### config.mk
export PLATFORM = sky130hd
export DESIGN_NAME = carry_chain_sequencer
export DESIGN_NICKNAME = d
export VERILOG_FILES = /design/src/rtl/carry_chain_sequencer.sv
export SDC_FILE = /design/constraint.sdc
export NUM_CORES = 1
export LEC_CHECK = 0
export CAP_MARGIN = 20
export CORE_UTILIZATION = 45
export CTS_CLUSTER_SIZE = 8
export DETAILED_ROUTE_END_ITERATION = 16
export PLACE_DENSITY = 0.69
export SYNTH_ARGS = -nofsm -noshare
export SYNTH_HDL_FRONTEND = slang
export SYNTH_SLANG_ARGS = --single-unit
### constraint.sdc
create_clock -name clk -period 3.21 [get_ports clk]
set_input_delay 0.321 -clock clk [delete_from_list [all_inputs] [get_ports clk]]
set_output_delay 0.321 -clock clk [all_outputs]
set_load 0.005 [all_outputs]
### src/rtl/carry_chain_sequencer.sv
// Multi-byte LSB-first serial adder stage: carry-in fix-up of cin=0 byte sums,
// inter-byte carry tracking and a 2-entry valid/ready output buffer.
module carry_chain_sequencer #(
  parameter int MAX_BYTES = 16,
  localparam int CW = (MAX_BYTES > 1) ? $clog2(MAX_BYTES) : 1
) (
  input  logic          clk,
  input  logic          rst,
  input  logic [7:0]    in_sum,
  input  logic          in_cout,
  input  logic          in_last,
  input  logic          in_valid,
  output logic          in_ready,
  output logic [7:0]    out_data,
  output logic [CW-1:0] out_idx,
  output logic          out_last,
  output logic          out_carry,
  output logic          out_valid,
  input  logic          out_ready,
  output logic          err_len,
  input  logic          clr_err
);

  localparam logic [0:0] S_IDLE = 1'b0;
  localparam logic [0:0] S_RUN  = 1'b1;
  localparam logic       ONE_BYTE = (MAX_BYTES == 1);

  typedef struct packed {
    logic [7:0]    data;
    logic [CW-1:0] idx;
    logic          last;
    logic          carry;
  } beat_t;

  logic [0:0]    state_q, state_d;
  logic          carry_q, carry_d;
  logic [CW-1:0] idx_q, idx_d;
  logic          err_q, err_d;
  logic [1:0]    cnt_q, cnt_d;
  beat_t         head_q, head_d;
  beat_t         tail_q, tail_d;

  logic          accept, pop, cin, c_out;
  logic          at_max, ends, forced;
  logic [7:0]    fix_byte;
  beat_t         new_beat;

  assign in_ready  = (cnt_q < 2'd2);
  assign out_valid = (cnt_q != 2'd0);
  assign accept    = in_valid & in_ready;
  assign pop       = out_valid & out_ready;

  assign cin      = (state_q == S_RUN) & carry_q;
  assign fix_byte = in_sum + {7'd0, cin};
  assign c_out    = in_cout | (cin & (&in_sum));

  // A word also closes when it reaches the maximum length without in_last
  assign at_max = (state_q == S_RUN) && (idx_q == CW'(MAX_BYTES - 1));
  assign ends   = in_last | at_max | ((state_q == S_IDLE) & ONE_BYTE);
  assign forced = ends & ~in_last;

  always_comb begin
    new_beat.data  = fix_byte;
    new_beat.idx   = (state_q == S_IDLE) ? '0 : idx_q;
    new_beat.last  = ends;
    new_beat.carry = ends & c_out;
  end

  always_comb begin
    state_d = state_q;
    carry_d = carry_q;
    idx_d   = idx_q;
    if (accept) begin
      if (ends) begin
        state_d = S_IDLE;
        carry_d = 1'b0;
        idx_d   = '0;
      end else begin
        state_d = S_RUN;
        carry_d = c_out;
        idx_d   = idx_q + 1'b1;
      end
    end
  end

  assign err_d = clr_err ? 1'b0 : (err_q | (accept & forced));

  // in_ready excludes a push while full, so push+pop only occurs at count 1
  always_comb begin
    cnt_d  = cnt_q;
    head_d = head_q;
    tail_d = tail_q;
    unique case ({accept, pop})
      2'b10: begin
        if (cnt_q == 2'd0) head_d = new_beat;
        else               tail_d = new_beat;
        cnt_d = cnt_q + 2'd1;
      end
      2'b01: begin
        if (cnt_q == 2'd2) head_d = tail_q;
        cnt_d = cnt_q - 2'd1;
      end
      2'b11: head_d = new_beat;
      default: ;
    endcase
  end

  always_ff @(posedge clk) begin
    if (rst) begin
      state_q <= S_IDLE;
      carry_q <= 1'b0;
      idx_q   <= '0;
      err_q   <= 1'b0;
      cnt_q   <= 2'd0;
      head_q  <= '0;
      tail_q  <= '0;
    end else begin
      state_q <= state_d;
      carry_q <= carry_d;
      idx_q   <= idx_d;
      err_q   <= err_d;
      cnt_q   <= cnt_d;
      head_q  <= head_d;
      tail_q  <= tail_d;
    end
  end

  assign out_data  = head_q.data;
  assign out_idx   = head_q.idx;
  assign out_last  = head_q.last;
  assign out_carry = head_q.carry;
  assign err_len   = err_q;

endmodule
==> results.cfg <==
[run_status]
status = complete, no violations

[route]
drtIter0Drc = 99
drtPass1Iterations = 4
via_count = 1543
drtAntennaViolNets = 0
wire_per_inst_um = 13.5
wirelength_um = 3970
drc = 0
viasPerCell = 5.25

[yosys]
synth-edff-count = 0
postSynth.asyncResetShare_pct = 0
syn_area_per_cell_um2 = 8.84
ys_seq_elements = 37
syn_inst = 215
synth.cell_area_um2 = 1900
synth_xor_xnor_area_share_pct = 2.76
synth_adder_area_share_pct = 3.95
synth-simple-area-share_pct = 23.7
synth_top_family_by_area = simple AND/OR/NAND/NOR gates
muxShareOfSynthArea_pct = 2.30
synth_warnings = 0
synth_nets = 236
synth_compound_area_share_pct = 23.0
yosysSeqAreaShare_pct = 39.0
synthFlopType = dfxtp_1
yosysUniqueCellTypes = 43

[worst_setup_path]
worstSetupEndpointType = flip-flop
arrival_ns = 2.50
timing.critical_path.cells = nand2b_1 > inv_1 > ha_1 > nor3_2 > a21o_2 > o311ai_0 > a21oi_1
cp.required_ns = 3.44
crit_end = out_data[7]
worstSetupStartpoint = cnt_q[1]
worstReg2RegStart = cnt_q[1]
slowest_delay_ns = 0.41
worst_r2r_endpoint = out_data[7]
path_depth = 7
cp_num_buf_inv = 1
critPathTopFamily = compound AO/OA/AOI/OAI gates
reg2reg_slack_ns = 0.94
reg2reg_depth = 7
path_max_fanout = 13
critPathSlowestCell = dfxtp_1
start_kind = flip-flop
worstSetupPathType = reg -> reg

[power_and_ir_drop]
p_clk_share_pct = 21.1
power_switching_share_pct = 35.9
power_density_nw_per_um2 = 850
netSwitchingPower_mw = 0.713
fin_total_pwr_mw = 1.99
p_seq_share_pct = 33.9
leakage_nw = 0.831
intPower_mw = 1.27
comb_power_share_pct = 45.0
ir_worst_vdd_mv = 0.356

[clock_tree]
cts_setup_buffers = 0
ctsResizeCount = 0
cts.clk_slew.worst_paths_ns = 0.07
cts-root-buf = clkbuf_8
cts_inserted_buffers = 5
cts_tree = built
clk_latency_ns = 0.29
cts.sinks = 37
holdBufCountCts = 0
h-tree-depth = 2
cts_max_path_buffers = 2

[finish]
antenna_cells = 0
num-fill-cells = 394
regArea_um2 = 741
fin_nets = 264
syn2layout_area_growth_pct = 23.0
stdcell_area_um2 = 2340
layout-drive-gt1-share_pct = 14.3
multi_input_area_um2 = 1060

[grt]
antenna_found_initial = 0
grt_overflow = 0
grt_pass1_vias = 1446
grt_pass1_wl_um = 6730
grt_start_max_net_pins = 26
grt.total_usage_pct = 20.1

[floorplanning]
io-pin-count = 32
die_y_um = 67.0
initial_utilization_pct = 47.2
core_area_um2 = 4030
row_count = 23
die_w_um = 67.0
die_area_um2 = 4490

[sta]
maxSlewViolCount = 0
rsz0062_at_grt = false
hold_violations = 0
fmax_mhz = 440
setup_viol = 0
finalCritPeriodShare_pct = 70.9
min_period_ns = 2.27
final.setup.tns_ns = 0
maxSlewHeadroom_pct = 61.7
worst_slew_pin_slew_ns = 0.569
finalClockSkew_ns = 0.00408

[run]
maxCapViolations = 0

[hold_path]
hold_path.class = reg -> reg

[placed_design]
postPlaceCellArea_um2 = 2220
port_buffers = 31
gp_congestion = 0.872
place_hpwl_um = 2820
## worst min-delay path by stage
stage                    from   endpoint  slack, ns  cells after the start
finish              tail_q[7]  tail_q[7]       0.46                      2
global route         out_last   out_last       0.49                      2
CTS                 tail_q[7]  tail_q[7]       0.46                      2
detailed placement  tail_q[7]  tail_q[7]       0.45                      2
global placement    tail_q[7]  tail_q[7]       0.44                      2
floorplan             clr_err    err_len       0.40                      1
## cells in the mapped netlist, types with 2 or more instances
cell type / n / area, um^2
mux2i_1: 3 / 30.0
nand2b_1: 4 / 25.0
xnor2_1: 3 / 26.3
o311ai_4: 2 / 52.6
nand4_1: 2 / 12.5
a21oi_1: 12 / 60.1
dfxtp_1: 37 / 741
a21oi_2: 2 / 17.5
nand3_1: 4 / 20.0
nand2_1: 25 / 93.8
nor2_1: 36 / 135
buf_2: 5 / 25.0
o21ai_0: 3 / 15.0
a211oi_2: 4 / 50.1
a211oi_1: 6 / 45.0
o21a_1: 3 / 22.5
a22oi_1: 2 / 15.0
xor2_1: 3 / 26.3
a31o_1: 2 / 17.5
clkbuf_1: 4 / 15.0
nor3_1: 9 / 45.0
inv_1: 6 / 22.5
and2_1: 4 / 25.0
buf_6: 3 / 33.8
ha_1: 6 / 75.1
a2111oi_2: 2 / 30.0
nor3_2: 7 / 70.1
## layout by cell type, fill, tap and decap left out, types with 6 or more instances in the layout
cell	n
a211oi_1	6
a21oi_1	12
clkbuf_8	6
clkdlybuf4s50_1	31
dfxtp_1	37
ha_1	6
inv_1	6
nand2_1	25
nor2_1	36
nor3_1	9
nor3_2	7
## per-stage QoR
stage	worst slack, ns	std cells	hold WS [ns]	utilization [%]
detailed placement	0.692	286	0.448	55.1
global placement	0.736	286	0.442	55.1
global route	0.715	294	0.493	58.0
finish	0.935	294	0.458	58.0
floorplan	1.27	215	0.400	-
CTS	0.908	294	0.458	58.0
## cells by family after synthesis
| logic type | Yosys count |
|---|---|
| mux | 4 |
| fa+ha+maj | 6 |
| buf+inv | 19 |
| xor+xnor | 6 |
| flops | 37 |
| compound gates | 49 |
| simple gates | 94 |
## worst reg2reg max path: cells and delay by family (launching register included)
kind | cells | cell delay, ns
compound gates | 3 | 0.71
simple gates | 2 | 0.62
fa+ha+maj | 1 | 0.29
flops | 1 | 0.41
buf+inv | 1 | 0.18
## power groups by stage
stage               Sequential (mW)  Combinational (mW)  Clock [mW]
CTS                           0.675               0.904       0.430
global route                  0.690               0.995       0.451
floorplan                     0.672               0.642           0
finish                        0.674               0.893       0.419
global placement              0.680               0.887           0
detailed placement            0.684               0.899           0
## registers in the layout, indices dropped and copies added (netlist names)
signal and count:
tail_q 14, out_data 8, idx_q 4, out_idx 4, cnt_q 2, carry_q 1
err_len 1, out_carry 1, out_last 1, state_q 1
## layer usage
| layer | global-route usage [%] | part of all wire [%] |
|---|---|---|
| met1 | 27.4 | 51 |
| met2 | 29.5 | 44 |
| met3 | 4.79 | 2.9 |
| met4 | 8.78 | 1.7 |
| met5 | 0 | 0 |
## final cells by class
| cell class | instances | share of cell area, % |
|---|---|---|
| Clock buffer | 6 | 3.53 |
| Clock inverter | 2 | 1.61 |
| Inverter | 6 | 0.963 |
| Multi-Input combinational cell | 159 | 45.3 |
| Sequential cell | 37 | 31.7 |
| Tap cell | 50 | 2.68 |
| Timing Repair Buffer | 34 | 14.2 |
No activity file was read; power rests on OpenSTA's default activity.
